===== config.mk =====
export PLATFORM = sky130hd
export DESIGN_NAME = layer_sequencer
export DESIGN_NICKNAME = d
export VERILOG_FILES = /design/src/rtl/layer_seq_pkg.sv /design/src/rtl/layer_addr_counter.sv /design/src/rtl/layer_sequencer.sv
export SDC_FILE = /design/constraint.sdc
export NUM_CORES = 1
export LEC_CHECK = 0
export ABC_AREA = 0
export CORE_MARGIN = 2
export CORE_UTILIZATION = 40
export CTS_CLUSTER_DIAMETER = 120
export DETAILED_ROUTE_END_ITERATION = 8
export GPL_TIMING_DRIVEN = 0
export PLACE_DENSITY = 0.72
export RECOVER_POWER = 100
export REMOVE_ABC_BUFFERS = 1
export SYNTH_ARGS = -nofsm -noshare
export SYNTH_HDL_FRONTEND = slang
export SYNTH_SLANG_ARGS = --single-unit

===== constraint.sdc =====
create_clock -name clk -period 2.94 [get_ports clk]
set_input_delay 0.735 -clock clk [delete_from_list [all_inputs] [get_ports clk]]
set_output_delay 0.735 -clock clk [all_outputs]
set_load 0.01 [all_outputs]

===== src/rtl/layer_seq_pkg.sv =====
// rtl/layer_seq_pkg.sv - shared types and helpers for the layer sequencer
package layer_seq_pkg;

  typedef enum logic [1:0] {
    IDLE = 2'd0,
    RUN  = 2'd1,
    GAP  = 2'd2,
    DONE = 2'd3
  } state_t;

  // Length vectors are widened to this fixed size so one helper serves every parameter set.
  localparam int MAX_LAYERS = 16;
  localparam int MAX_LEN_W  = 32;
  localparam int LEN_VEC_W  = MAX_LAYERS * MAX_LEN_W;

  function automatic int idx_width(input int n);
    return (n > 1) ? $clog2(n) : 1;
  endfunction

  function automatic logic [MAX_LEN_W-1:0] len_of(input logic [LEN_VEC_W-1:0] lens,
                                                  input int len_w, input int idx);
    logic [LEN_VEC_W-1:0] sh;
    logic [MAX_LEN_W-1:0] f;
    sh = lens >> (idx * len_w);
    for (int b = 0; b < MAX_LEN_W; b++) begin
      f[b] = (b < len_w) ? sh[b] : 1'b0;
    end
    return f;
  endfunction

endpackage


===== src/rtl/layer_addr_counter.sv =====
// rtl/layer_addr_counter.sv - saturating address counter shared by all layers
module layer_addr_counter #(
  parameter int W = 32
) (
  input  logic         clk,
  input  logic         rst,
  input  logic         clr,
  input  logic         en,
  input  logic [W-1:0] limit,
  output logic [W-1:0] count,
  output logic         saturated
);

  assign saturated = (count >= limit);

  always_ff @(posedge clk or posedge rst) begin
    if (rst) begin
      count <= '0;
    end else if (clr) begin
      count <= '0;
    end else if (en && !saturated) begin
      count <= count + W'(1);
    end
  end

endmodule


===== src/rtl/layer_sequencer.sv =====
// rtl/layer_sequencer.sv - runs NUM_LAYERS compute layers in order with abort and watchdog
module layer_sequencer
  import layer_seq_pkg::*;
#(
  parameter int                          NUM_LAYERS = 3,
  parameter int                          ADDR_W     = 32,
  parameter int                          LEN_W      = 16,
  parameter logic [NUM_LAYERS*LEN_W-1:0] LAYER_LEN  = {16'd32, 16'd128, 16'd784},
  parameter int                          TIMEOUT    = 4096
) (
  input  logic                                 clk,
  input  logic                                 rst,
  input  logic                                 start,
  input  logic                                 abort,
  input  logic [NUM_LAYERS-1:0]                layer_done,
  output logic [NUM_LAYERS-1:0]                layer_run,
  output logic [ADDR_W-1:0]                    addr,
  output logic [idx_width(NUM_LAYERS)-1:0]     layer_idx,
  output logic                                 busy,
  output logic                                 net_done,
  output logic                                 timeout_err
);

  localparam int                    IDX_W   = idx_width(NUM_LAYERS);
  localparam logic [LEN_VEC_W-1:0]  LEN_VEC = LEN_VEC_W'(LAYER_LEN);
  localparam logic [IDX_W-1:0]      LAST    = IDX_W'(NUM_LAYERS - 1);

  state_t                state, state_next;
  logic [IDX_W-1:0]      idx_next;
  logic [NUM_LAYERS-1:0] run_next;
  logic                  busy_next, net_done_next, terr_next;
  logic                  done_hit, timeout_hit, saturated;
  logic                  cnt_clr, cnt_en;
  logic [LEN_W-1:0]      len_field;
  logic [ADDR_W-1:0]     limit;

  always_comb begin
    len_field = LEN_W'(len_of(LEN_VEC, LEN_W, int'(layer_idx)));
    limit     = ADDR_W'(len_field - LEN_W'(1));
  end

  // layer_run is only non-zero in RUN, so masking with it selects the active layer's done bit.
  assign done_hit = |(layer_done & layer_run);
  assign cnt_en   = (state == RUN) && !saturated;
  assign cnt_clr  = (state != RUN) || (state_next != RUN);

  layer_addr_counter #(.W(ADDR_W)) u_addr (
    .clk       (clk),
    .rst       (rst),
    .clr       (cnt_clr),
    .en        (cnt_en),
    .limit     (limit),
    .count     (addr),
    .saturated (saturated)
  );

  generate
    if (TIMEOUT > 0) begin : g_wdog
      localparam int WCNT_W = $clog2(TIMEOUT + 1);
      logic [WCNT_W-1:0] wait_cnt;

      always_ff @(posedge clk or posedge rst) begin
        if (rst) begin
          wait_cnt <= '0;
        end else if (cnt_clr) begin
          wait_cnt <= '0;
        end else if (saturated) begin
          wait_cnt <= wait_cnt + WCNT_W'(1);
        end
      end

      // Fires on the cycle whose edge would bring the count to TIMEOUT.
      assign timeout_hit = (state == RUN) && saturated && (wait_cnt == WCNT_W'(TIMEOUT - 1));
    end else begin : g_no_wdog
      assign timeout_hit = 1'b0;
    end
  endgenerate

  always_ff @(posedge clk or posedge rst) begin
    if (rst) begin
      state <= IDLE;
    end else begin
      state <= state_next;
    end
  end

  always_comb begin
    state_next = state;
    idx_next   = layer_idx;
    case (state)
      IDLE: begin
        if (start && !abort) begin
          state_next = RUN;
          idx_next   = '0;
        end
      end
      RUN: begin
        if (abort || timeout_hit) begin
          state_next = IDLE;
        end else if (done_hit) begin
          state_next = GAP;
        end
      end
      GAP: begin
        if (abort) begin
          state_next = IDLE;
        end else if (layer_idx < LAST) begin
          state_next = RUN;
          idx_next   = layer_idx + IDX_W'(1);
        end else begin
          state_next = DONE;
        end
      end
      DONE:    state_next = IDLE;
      default: state_next = IDLE;
    endcase
  end

  // Outputs are decoded from the next state and registered, so nothing is combinational from inputs.
  always_comb begin
    run_next      = (state_next == RUN) ? (NUM_LAYERS'(1) << idx_next) : '0;
    busy_next     = (state_next != IDLE);
    net_done_next = (state_next == DONE);
    terr_next     = timeout_err;
    if ((state == IDLE) && start && !abort) begin
      terr_next = 1'b0;
    end
    if ((state == RUN) && timeout_hit && !abort) begin
      terr_next = 1'b1;
    end
  end

  always_ff @(posedge clk or posedge rst) begin
    if (rst) begin
      layer_run   <= '0;
      layer_idx   <= '0;
      busy        <= 1'b0;
      net_done    <= 1'b0;
      timeout_err <= 1'b0;
    end else begin
      layer_run   <= run_next;
      layer_idx   <= idx_next;
      busy        <= busy_next;
      net_done    <= net_done_next;
      timeout_err <= terr_next;
    end
  end

endmodule


==> results of run 1 <==
synth_stat cells (all sizes together) (3+ instances only):
master,n
a21oi,25
and2,4
and3,4
buf,9
clkbuf,3
dfrtp,55
ha,34
inv,10
nand2,33
nand3,19
nand3b,4
nand4,15
nor2,49
nor3,22
nor3b,4
nor4,9
o2111ai,4
o21a,3
o21ai,15
or3,3
or4,5
xnor2,21
xor2,11
cells in the final DEF (no fill, tap or decap), drive strengths merged, types with 9 or more instances in the layout:
master / n
a21oi: 25
nor4: 9
dfrtp: 55
nand3: 19
nand4: 15
inv: 9
nand2: 34
nor3: 22
clkdlybuf4s50: 27
ha: 34
o21ai: 15
xnor2: 21
buf: 34
xor2: 11
dlygate4sd3: 19
nor2: 49
per-stage QoR:
| stage | total power [mW] | hold slack (ps) | setup slack [ps] |
|---|---|---|---|
| finish | 1.37 | 503 | -11.4 |
| CTS | 1.37 | 505 | 7.83 |
| global route | 1.42 | 567 | -124 |
| detailed placement | 0.883 | 471 | -1050 |
| global placement | 0.877 | 487 | -1290 |
| floorplan | 0.837 | 497 | -564 |
layer usage:
metal,up-vias,global-route usage (%),part of all wire [%]
met3,35,3.23,5.4
met5,-,0,0
met2,122,32.2,49
li1,1581,-,-
met4,0,6.11,2.9
met1,1743,26.7,42
repair_timing:
action	4_1_cts	5_1_grt
pin swaps	8	30
setup endpoints to repair	52	46
cloned	3	3
setup buffers	15	19
gates resized for setup	20	71
logic make-up (layout without fill, tap and decap cells):
kind of cell,Yosys count,in the layout
fa+ha+maj,34,34
simple gates,177,178
flops,55,55
buf+inv,22,100
xor+xnor,32,32
compound gates,66,70
sequential cells by signal, indices dropped and copies added (netlist names):
register	count
state	2
busy	1
timeout_err	1
layer_idx	2
net_done	1
layer_run	3
u_addr.count	32
g_wdog.wait_cnt	13
power breakdown:
group | internal [mW] | switching, mW
combinational | 0.0425 | 0.0697
clock | 0.215 | 0.269
sequential | 0.765 | 0.00747
layout make-up:
type,count,area [um2]
fillers,718,3650
clock buffers,7,96.3
flip-flops and latches,55,1380
well taps,108,135
repair inverters,1,7.51
inverters,10,46.3
repair buffers,81,773
clock inverters,1,7.51
multi-input cells,314,2670
worst paths after layout:
check,start,to,slack [ps],cells after the start
setup / recovery,layer_idx[1]$_DFF_PP0_,u_addr.count[7]$_DFFE_PP0P_,-10,12
hold / removal,timeout_err$_DFFE_PP0P_,timeout_err$_DFFE_PP0P_,500,2
setup reg to reg,layer_idx[1]$_DFF_PP0_,u_addr.count[7]$_DFFE_PP0P_,-10,12
hold reg to reg,timeout_err$_DFFE_PP0P_,timeout_err$_DFFE_PP0P_,500,2
max in group asynchronous,rst,layer_idx[0]$_DFF_PP0_,480,3
min in group asynchronous,rst,g_wdog.wait_cnt[5]$_DFFE_PP0P_,940,2
worst max-delay path: cells and delay by family (launching register included):
kind            cells  cell delay [ps]
compound gates      2              380
fa+ha+maj           2              530
buf+inv             3              470
flops               1              480
simple gates        5             1010
==> metrics.txt, run 1 <==
first-pass GRT wire length 15.7 mm; hold bufs inserted after CTS 0; min Tclk post-route 2950 ps; Worst Setup Slack, final -11.4 ps; final wirelength 10.8 mm; Post-route DRC 0; Yosys reg bits 55; slowest stage delay, CP 520 ps; routed len/inst 18.7 um; total CTS buffers 5; Syn Area/Cell 9.38 um2; top cell type's share of synthesized area 38.0%; Inserted Diodes 0; final core occ 58.3%; critical path endpoint category register; clock sink count 55; Leak 1.94 nW; post-synthesis xor/xnor area fraction 7.74%; worst clock skew 10.9 ps; Hold Path Class register to register; post-placement cell area 4160 um2; CTS tree yes; gr usage total 19.6%; Clock Path Buffers 2; layout cells sized above 1 28.1%; dpl cells 529; grt total ovfl 0; area delta synth->final 41.1%; # IOs 47; yosys warns 0; Cell variety after synth 55; Critical-path top delay cell or4_1; ys async rst share 100%; critical path class register to register; Final Max Slew Viols 0; post-route setup TNS -11.4 ps; max-cap violations 0; Die ar. 9830 um2; routed vias 3481; Worst EP arrival 3180 ps; largest cells by area after synthesis dfrtp_1 38%, ha_1 12%, xnor2_1 5.1%, nor2_1 4.6%, a21oi_1 3.5%; fmax 339 MHz; outcome finished, violations left; Compound-Gate Fraction of Synth Area 11.8%; Core Rows 34; final std cell area, no fill 5110 um2; H-tree level count 2; Pre-Repair DR Iteration Count 4; DRC violation total after the first TritonRoute iteration 265; critical path cell sequence ha_4, clkinvlp_4, buf_12, ha_1, nand4_1, nor3_2, a221oi_2, buf_4, and2_4, nand2_4, or4_1, a21oi_1; mux contribution to synthesized area 0%; Max-slew headroom 29.6%; total core area 8760 um2; number of synthesized flops with an enable pin 0; vias per cell 6.03; Cell Pwr Density 268 nW/um2; CP startpoint kind register; Final ANT Viol Nets 0; GP Congestion 0.817; DP Wirelength 5.94 mm; failing checks setup timing; largest net degree at the start of global routing 41; Die X 99.2 um; post-synthesis sequential area ratio 38.0%; Req. time, crit path 3170 ps; worst skew pair latency 320 ps; Worst-Margin Slew 1060 ps; period utilization 100%; Final Hold Viols 0; root buffer cell clkbuf_8; Max FO, Critical Path 12; adder-cell share of the synthesized area 11.7%; endpoints failing setup 1; initial antenna violation count 0; die height 99.2 um; vias in the first global route 3149; Nets 509; Post-Synth Simple-Gate Area 27.5%; synthesized cell area 3620 um2; Main synth FF type dfrtp_1; Clock transition at path regs 110 ps; Cells after Synth 386; PortBufs 46; Initial Util 41.3%; VDD IR-drop max 0.215 mV; largest family of logic cells by synthesized area simple AND/OR/NAND/NOR gates; RSZ-0062 raised after global routing yes; Synth area leader dfrtp_1; Non-Filler Instances 577
(Power assumes the default switching activity.)
==> run 2, diff against run 1 <==
--- a/config.mk
+++ b/config.mk
@@ -10,6 +10,7 @@
 export CORE_UTILIZATION = 40
 export CTS_CLUSTER_DIAMETER = 120
 export DETAILED_ROUTE_END_ITERATION = 8
+export GPL_ROUTABILITY_DRIVEN = 0
 export GPL_TIMING_DRIVEN = 0
 export PLACE_DENSITY = 0.72
 export RECOVER_POWER = 100
==> results of run 2 <==
Same layout as run 1: the final DEF is identical, and so are final timing and power.
==> run 3, diff against run 2 <==
--- a/config.mk
+++ b/config.mk
@@ -11,7 +11,6 @@
 export CTS_CLUSTER_DIAMETER = 120
 export DETAILED_ROUTE_END_ITERATION = 8
 export GPL_ROUTABILITY_DRIVEN = 0
-export GPL_TIMING_DRIVEN = 0
 export PLACE_DENSITY = 0.72
 export RECOVER_POWER = 100
 export REMOVE_ABC_BUFFERS = 1
==> run 3 against run 2 <==
  * The flow now finishes without violations
  * Register-to-register slack gained 40 ps
  * Sequential share of layout area increased by 0.80 points
  * First-iteration DRC count fell by 28%
  * Routed wire length down 7.8%
  * Die area stayed put
  * Critical endpoint is now u_addr.count[19]$_DFFE_PP0P_
  * Largest cell class unchanged
==> metrics.txt, run 3 (synthesis gave the netlist of run 1 again) <==
Clock transition at path regs 110 ps (about the same); critical path class register to register; Leak 1.97 nW (+1.6%); grt total ovfl 0 (unchanged); Initial Util 41.3% (unchanged); Core Rows 34 (unchanged); Cell Pwr Density 271 nW/um2 (+1.1%); VDD IR-drop max 0.174 mV (-19%); post-route setup TNS 0 ps (+11.4 ps); Hold Path Class register to register; largest net degree at the start of global routing 56 (+37%); critical path cell sequence buf_6, ha_4, or2_2, ha_4, nand3_1, o21bai_1, a311o_1, o21a_2, buf_6, nor4b_4, nand4_1, a21oi_1; Final ANT Viol Nets 0 (unchanged); area delta synth->final 37.0%; DRC violation total after the first TritonRoute iteration 191 (-28%); Non-Filler Instances 577 (unchanged); gr usage total 18.9% (-0.78 points); total core area 8760 um2 (unchanged); initial antenna violation count 0 (unchanged); # IOs 47 (unchanged); Nets 509 (unchanged); Critical-path top delay cell dfrtp_2; vias per cell 5.75 (-4.7%); R2R Path Start layer_idx[1]$_DFF_PP0_; Clock Path Buffers 2 (unchanged); Biggest register u_addr.count; CP bufs+invs 2 (-1); most frequent cells in the layout 53 x dfrtp_1, 44 x nor2_1, 31 x nand2_1, 31 x buf_4, 27 x dlygate4sd3_1; R2R depth 12 (unchanged); Worst Setup Slack, final 31.9 ps (+43.3 ps); Req. time, crit path 3190 ps (+20 ps); worst skew pair latency 320 ps (about the same); root buffer cell clkbuf_8; PortBufs 46 (unchanged); Post-route DRC 0 (unchanged); WHS Endpoint timeout_err$_DFFE_PP0P_; worst hold slack 511 ps (+8.79 ps); final wirelength 9.95 mm (-7.8%); CP startpoint kind register; outcome completed; RR Endpoint u_addr.count[19]$_DFFE_PP0P_; first-pass GRT wire length 15.2 mm (-2.8%); commonest non-fill, non-tap cell in the layout dfrtp_1; layout cells sized above 1 24.5% (-3.6 points); Inserted Diodes 0 (unchanged); die height 99.2 um (unchanged); slowest stage delay, CP 470 ps (-50 ps); H-tree level count 2 (unchanged); Max FO, Critical Path 6 (-6); DP Wirelength 6.46 mm (+8.6%); Worst-Margin Slew 1360 ps (+309 ps); clock sink count 55 (unchanged); total CTS buffers 5 (unchanged); max reg flops 32 (unchanged); worst clock skew 7.05 ps (-3.88 ps); Largest regs u_addr.count (32), g_wdog.wait_cnt (13), layer_run (3); Final Max Slew Viols 0 (unchanged); routed vias 3318 (-4.7%); delay-heaviest family, CP simple AND/OR/NAND/NOR gates; worst setup slack after placement -95.1 ps (+960 ps); endpoints failing setup 0 (-1); min Tclk post-route 2910 ps (-43.3 ps); hold bufs inserted after CTS 0 (unchanged); CTS tree yes; Worst EP arrival 3150 ps (-30 ps); Pre-Repair DR Iteration Count 4 (unchanged); startpoint of the worst hold path timeout_err$_DFFE_PP0P_; max-cap violations 0 (unchanged); PnR Total Power 1.34 mW (-1.8%); period utilization 98.9% (-1.5 points); Fill cells 770 (+7.2%); setup slack, reg-to-reg 30 ps (+40 ps); Final Hold Viols 0 (unchanged); routed len/inst 17.2 um (-7.8%); dpl cells 553 (+4.5%); critical path endpoint category register; Max-slew headroom 9.04% (-21 points); area occupied by multi-input gates 2460 um2 (-7.7%); vias in the first global route 3167 (+0.57%); Sequential Area 1380 um2 (unchanged); hold depth 2 (unchanged); RSZ-0062 raised after global routing yes; Die X 99.2 um (unchanged); fmax 344 MHz (+1.5%); Die ar. 9830 um2 (unchanged)
run 3: cell types whose count changed in the layout (fill, tap and decap cells not counted), moves of 3 or more:
cell and change:
buf_4 +3, nor3_2 -4, o21ai_2 -3, clkdlybuf4s50_1 -8, dlygate4sd3_1 +8, o21a_4 -3, nor3_1 +4
run 3: where the power goes:
part / switching (mW) / internal [mW]
Sequential: 0.00695 / 0.765
Clock: 0.271 / 0.193
Combinational: 0.0662 / 0.0417
run 3: how the worst max path moves through the flow:
stage	to	slack, ps	startpoint	cells after the start
after floorplan	g_wdog.wait_cnt[11]$_DFFE_PP0P_	-560	layer_idx[1]$_DFF_PP0_	9
after global placement	layer_run[0]$_DFF_PP0_	30	layer_idx[1]$_DFF_PP0_	11
after detailed placement	layer_run[0]$_DFF_PP0_	-100	layer_idx[1]$_DFF_PP0_	11
after CTS	layer_run[2]$_DFF_PP0_	5	layer_idx[1]$_DFF_PP0_	11
after global routing	u_addr.count[19]$_DFFE_PP0P_	-100	layer_idx[1]$_DFF_PP0_	12
final	u_addr.count[19]$_DFFE_PP0P_	30	layer_idx[1]$_DFF_PP0_	12
run 3: routing by layer:
metal  vias up  GRT usage, %  wire length (um)
met1      1619          24.9              4200
met2       105          32.8              5090
met4         0          4.53               274
met3        31          2.46               390
met5         -             0                 0
li1       1563             -                 -
run 3: stage by stage:
stage	utilization [%]	cell area, um2
6_report	56.6	4960
2_1_floorplan	-	3540
3_5_place_dp	49.8	4370
5_1_grt	56.6	4960
4_1_cts	51.3	4490
3_3_place_gp	49.8	4370
run 3: tightest hold or removal path, stage by stage, from the launching register on:
cell	delay, ps
dfrtp_1	370
nand2_1	60
o31ai_1	60
run 3: area by class of cell:
type                       count  share of cell area [%]
inverter                      10                   0.908
timing repair buffer          87                    17.0
tap                          108                    2.72
sequential                    55                    27.8
clock buffer                   6                    1.66
clock inverter                 2                   0.328
multi-input combinational    309                    49.6
run 3: repair_timing:
| item | 4_1_cts | 5_1_grt |
|---|---|---|
| endpoints found under the setup margin | 29 | 49 |
| setup buffers | 2 | 13 |
| pin swaps | 5 | 19 |
| gates cloned | 0 | 1 |
| resized for setup | 6 | 56 |
| hold endpoints to repair | 0 | 0 |
==> patch 1: new RTL, config.mk and constraints of run 3 <==
Encoding of `state_t`: now one-hot (4 bits for 4 states).
--- a/src/rtl/layer_seq_pkg.sv
+++ b/src/rtl/layer_seq_pkg.sv
@@ -2,9 +2,9 @@
 package layer_seq_pkg;
 
-  typedef enum logic [1:0] {
-    IDLE = 2'd0,
-    RUN  = 2'd1,
-    GAP  = 2'd2,
-    DONE = 2'd3
+  typedef enum logic [3:0] {
+    IDLE = 4'b0001,
+    RUN  = 4'b0010,
+    GAP  = 4'b0100,
+    DONE = 4'b1000
   } state_t;
 
Function: same outputs for any inputs over 10 cycles, from zero or initial values and one cycle with rst high; not proved beyond that.
==> patch 1 against run 3 <==
  * Global-route usage grew 0.93 points
  * First-iteration DRC count shrank 16%
  * Sequential cell count grew 2
  * Core utilization shrank 0.74 points
  * Largest cell class unchanged
  * Area after synthesis shrank 0.55%
  * Maximum frequency is essentially flat
  * Count of clock-buffer cells in the layout grew 4
  * Critical path depth grew 1
  * Routed wire length shrank 0.10%
  * Highest routed layer unchanged
  * Cell area shrank 1.8%
  * Worst setup slack lost 0.0012 ns
Power is not compared: it rests on default switching activity, and its combinational part moved more than twofold at a synthesized area within 25%.
==> patch 1: results (changes against run 3) <==
The first-pass GRT wire length is 15700 um (+3.3%). The iteration count of the initial detailed-routing pass came to 4 (unchanged). The antenna cell count is 0 (unchanged).

The flow ran to the end, and the final reports show no timing, DRC or antenna violations. For this run, the leading register cell type out of synthesis is sky130_fd_sc_hd__dfrtp_1. The worst slew slack as a fraction of its limit came to 40.3% (+31 points). The clock latency of the later-clocked register in the worst-skew pair is 0.34 ns (+0.02 ns).

The number of resized instances in the post-cts repair step is 11 (+5). The total half-perimeter wirelength after legalization and detailed placement came out at 6380 um (-1.2%). The peak per-stage delay on the critical path came to 0.51 ns (+0.04 ns).

The number of CTS-inserted buffers came out at 9 (+4). The routed wire length per instance is 17.1 um (-0.62%). The data arrival time of the critical path came out at 3.19 ns (+0.04 ns).

The total vias in the final route came out at 3397 (+2.4%). The final net count came out at 508 (-0.20%). The via count of the first global-routing pass came to 3256 (+2.8%). The worst hold path belongs to the class reg -> reg. The worst-case vdd ir drop is 166 uV. The maximum fanout along the worst path is 11 (+5). The slowest stage of the critical path is the sky130_fd_sc_hd__or4_4 cell.

The fraction of layout cells with a size suffix above 1 is 19.3% (-5.2 points). The leakage dissipation is between 2 and 2.5 nW. By area the synthesized netlist is led by sky130_fd_sc_hd__dfrtp_1 (39%), sky130_fd_sc_hd__ha_1 (12%), sky130_fd_sc_hd__xnor2_1 (5.6%), sky130_fd_sc_hd__nor2_1 (5.2%), sky130_fd_sc_hd__a21oi_1 (3.6%). The number of buffers added for setup after CTS is 2 (unchanged). The CTS clock-pin slew for the worst setup and hold paths is 0.07 ns (-0.04 ns).

The largest net degree at the start of global routing is 36 (-36%). The number of H-tree branching levels is 3 (+1). The initial detailed-routing violation count was 160 (-16%).

The count of distinct cell types in the synthesized netlist is 44 (-20%). The async set-reset flop share out of synthesis came out at 100% (unchanged). The number of fill cells in the layout is 727 (-5.6%).

In the final layout, the registers with the most flip-flops are u_addr.count x32, g_wdog.wait_cnt x13, state x4. Counting instances in the post-synthesis netlist gives the leading cell types as sky130_fd_sc_hd__dfrtp_1 (56), sky130_fd_sc_hd__nor2_1 (50), sky130_fd_sc_hd__ha_1 (34). The register area share after synthesis came out at 39.6% (+1.6 points). The total global-route track usage is 19.8% (+0.93 points). The clock tree buffer depth is 2 (unchanged).

The setup clock skew after layout came to 0.00818 ns (+0.00113 ns).
patch 1: cell count changes in the layout (fill, tap and decap cells not counted), moves of 5 or more:
cell	before	now
sky130_fd_sc_hd__ha_4	16	6
sky130_fd_sc_hd__and3_1	4	10
sky130_fd_sc_hd__clkdlybuf4s50_1	19	4
sky130_fd_sc_hd__o21ai_0	8	14
sky130_fd_sc_hd__ha_1	17	27
sky130_fd_sc_hd__or3_1	2	8
sky130_fd_sc_hd__dlygate4sd3_1	27	42
sky130_fd_sc_hd__nand2_1	31	22
sky130_fd_sc_hd__o31ai_1	2	7
sky130_fd_sc_hd__buf_4	31	15
patch 1: path summary, 6_finish.rpt:
| path | start | end | slack [ns] | depth (start not counted) |
|---|---|---|---|---|
| max in group asynchronous | rst | g_wdog.wait_cnt[0]$_DFFE_PP0P_ | 0.52 | 3 |
| worst min register to register | timeout_err$_DFFE_PP0P_ | timeout_err$_DFFE_PP0P_ | 0.52 | 2 |
| worst max-delay path | layer_idx[0]$_DFF_PP0_ | u_addr.count[25]$_DFFE_PP0P_ | 0.03 | 13 |
| min in group asynchronous | rst | busy$_DFF_PP0_ | 1.03 | 2 |
| worst min-delay path | timeout_err$_DFFE_PP0P_ | timeout_err$_DFFE_PP0P_ | 0.52 | 2 |
| worst max register to register | layer_idx[0]$_DFF_PP0_ | u_addr.count[25]$_DFFE_PP0P_ | 0.03 | 13 |
patch 1: routing by layer:
layer / part of all wire, % / GRT usage, % / wire, um
met1: 44 / 25.7 / 4350
met2: 49 / 32.7 / 4910
met3: 5.2 / 3.48 / 519
met4: 1.7 / 7.90 / 167
met5: 0 / 0 / 0
patch 1: logic make-up (layout without fill, tap and decap cells):
kind of cell    count (synthesis)  count (layout)  synth area share [%]
simple gates                  178             178                  25.0
compound gates                 69              69                  11.9
flops                          57              57                  39.6
fa+ha+maj                      34              34                  11.8
xor+xnor                       33              33                  8.02
buf+inv                        25              99                  3.13
mux                             2               2                 0.556
patch 1: where the power goes:
part / total, mW / switching (mW) / internal, mW
clock: 0.739 / 0.331 / 0.408
sequential: 0.793 / 0.00326 / 0.789
combinational: 0.0515 / 0.0330 / 0.0185
patch 1: metrics by stage:
step / util [%] / setup TNS [ns] / area (sq um) / std cells / setup WS, ns
after CTS: 52.6 / 0 / 4590 / 575 / 0.00277
final: 55.9 / 0 / 4870 / 580 / 0.0307
after global routing: 55.9 / -0.676 / 4870 / 580 / -0.0913
after floorplan: - / -43.27 / 3520 / 381 / -0.897
after detailed placement: 49.6 / -0.395 / 4320 / 556 / -0.102
after global placement: 49.6 / 0 / 4320 / 556 / 0.00937
patch 1: area by class of cell:
type	count	area share, %
flip-flops and latches	57	29.3
repair buffers	75	15.9
clock buffers	10	2.82
well taps	108	2.77
inverters	8	0.770
multi-input cells	316	47.2
clock inverters	6	1.18
==> patch 2: new RTL, settings of run 3 <==
Made on the original files. Change the parameter `LEN_W` from 16 to 32.
--- a/src/rtl/layer_sequencer.sv
+++ b/src/rtl/layer_sequencer.sv
@@ -5,5 +5,5 @@
   parameter int                          NUM_LAYERS = 3,
   parameter int                          ADDR_W     = 32,
-  parameter int                          LEN_W      = 16,
+  parameter int                          LEN_W      = 32,
   parameter logic [NUM_LAYERS*LEN_W-1:0] LAYER_LEN  = {16'd32, 16'd128, 16'd784},
   parameter int                          TIMEOUT    = 4096
Function: same outputs for any inputs over 10 cycles, from zero or initial values and one cycle with rst high; that may be too few to reach the edited logic, so the function may still have changed.
==> patch 2 against run 3 <==
  * The flow now finishes with violations (negative setup slack)
  * Highest routed layer unchanged
  * Sequential cell count is the same
  * First-iteration DRC count grew 35%
  * Routed wire length up 8.1%
  * Worst setup slack worse by 0.18 ns
  * Cell area grew 2.3%
  * Critical path depth increased by 4
  * Core utilization rose by 1.3 points
  * Count of clock-buffer cells in the layout is 1 lower
  * Critical endpoint is now u_addr.count[31]$_DFFE_PP0P_
  * Area after synthesis is essentially flat
  * Via count increased by 2.1%
Power is not compared: it rests on default switching activity, and its combinational part moved more than twofold at a synthesized area within 25%.
==> patch 2: results (changes against run 3) <==
The multi-input combinational cell count is 297 (-3.9%). The clock network contribution to total cell area came out at 2.29% (+0.30 points). The maximum fanout along the worst path was 13 (+7). The data arrival time of the critical path came out at 3.32 ns (+0.17 ns). The worst slew slack as a fraction of its limit is 6.95% (-2.1 points). The number of fill cells in the layout is 745 (-3.2%).

The total global-route track usage came to 19.5% (+0.66 points). The number of setup violations in the final report came out at 49 (+49). The final-layout setup total negative slack came to -4.76 ns (-4.76 ns).

The met3 capacity usage during global routing came to 4.01% (+1.5 points). The first-pass GRT wire length is 15600 um (+2.3%). The peak per-stage delay on the critical path is 0.43 ns (-0.04 ns). The cell count after placement is 554 (+0.18%).

The wire length reported by the detailed router came out at 10800 um (+8.1%). The routed metal-1 wirelength came to 4270 um (+1.6%). The amount of wire on met3 after detailed routing came out at 607 um (+56%).

The layout buffer count excluding clock buffers came out at 88 (+1.1%). The fraction of layout cells with a size suffix above 1 is 24.8% (+0.26 points). The flow ran to the end, but the final reports show violations.

The count of distinct cell types in the synthesized netlist came to 53 (-3.6%). The post-placement setup slack is -0.231 ns (-0.135 ns). The average cell area after synthesis came to 9.49 sq um (+1.1%). The final worst slack is -0.146 ns (-0.178 ns). The beginning of the worst register-to-register path is layer_idx[0]$_DFF_PP0_. The final reports fail on negative setup slack. The routing usage on met1 came out at 24.4% (-0.59 points). In the post-synthesis netlist, the biggest area contributors are sky130_fd_sc_hd__dfrtp_1 (38%), sky130_fd_sc_hd__ha_1 (12%), sky130_fd_sc_hd__xnor2_1 (6.5%), sky130_fd_sc_hd__nor2_1 (5.0%), sky130_fd_sc_hd__nor4_2 (3.5%). The total half-perimeter wirelength after legalization and detailed placement came out at 6580 um (+1.9%).

The register area share after synthesis is 38.0% (about the same). The share of the final layout cell area in sequential cells is 27.1% (-0.69 points). The total vias in the final route is 3388 (+2.1%). The multi-input logic portion of the cell area came out at 48.9% (-0.67 points).

The total met2 wirelength after detailed routing is 5600 um (+10%).
[patch 2: changes by cell type after synthesis, sizes merged, moves of 3 or more]
| cell | run 3 | this run |
|---|---|---|
| nor4 | 9 | 18 |
| a21oi | 25 | 17 |
| nand2 | 33 | 26 |
| inv | 10 | 16 |
| xnor2 | 21 | 27 |
| and3 | 4 | 9 |
| nor3 | 22 | 17 |
| o211ai | 1 | 6 |
| buf | 9 | 13 |
| nand3b | 4 | 0 |
| o21ai | 15 | 11 |
| and4 | 2 | 5 |
| nor3b | 4 | 1 |
[patch 2: repair_timing]
action | 4_1_cts | 5_1_grt
buffers inserted | 0 | 7
pin swaps | 12 | 24
endpoints found under the setup margin | 51 | 52
cloned | 1 | 2
gates resized for setup | 39 | 39
[patch 2: through the flow]
| stage | area [sq um] | power, mW | util [%] |
|---|---|---|---|
| after global routing | 5080 | 1.70 | 58.0 |
| after CTS | 4740 | 1.59 | 54.1 |
| after floorplan | 3530 | 0.922 | - |
| after global placement | 4410 | 1.01 | 50.3 |
| after detailed placement | 4410 | 1.02 | 50.3 |
| final | 5080 | 1.64 | 58.0 |
[patch 2: cells by family after synthesis]
group,synth area share [%]
AOI/OAI and AO/OA,10.1
xor gates and xnor gates,8.70
adders and majority gates,12.1
buffers and inverters,4.18
DFF,38.0
muxes,0.552
and+or+nand+nor,26.4
[patch 2: final timing paths]
kind	to	slack, ns	cells past startpoint
worst max-delay path	u_addr.count[31]$_DFFE_PP0P_	-0.15	16
max in group asynchronous	u_addr.count[18]$_DFFE_PP0P_	0.78	3
worst min register to register	timeout_err$_DFFE_PP0P_	0.55	1
worst min-delay path	timeout_err$_DFFE_PP0P_	0.55	1
min in group asynchronous	u_addr.count[4]$_DFFE_PP0P_	1.28	3
worst max register to register	u_addr.count[31]$_DFFE_PP0P_	-0.15	16
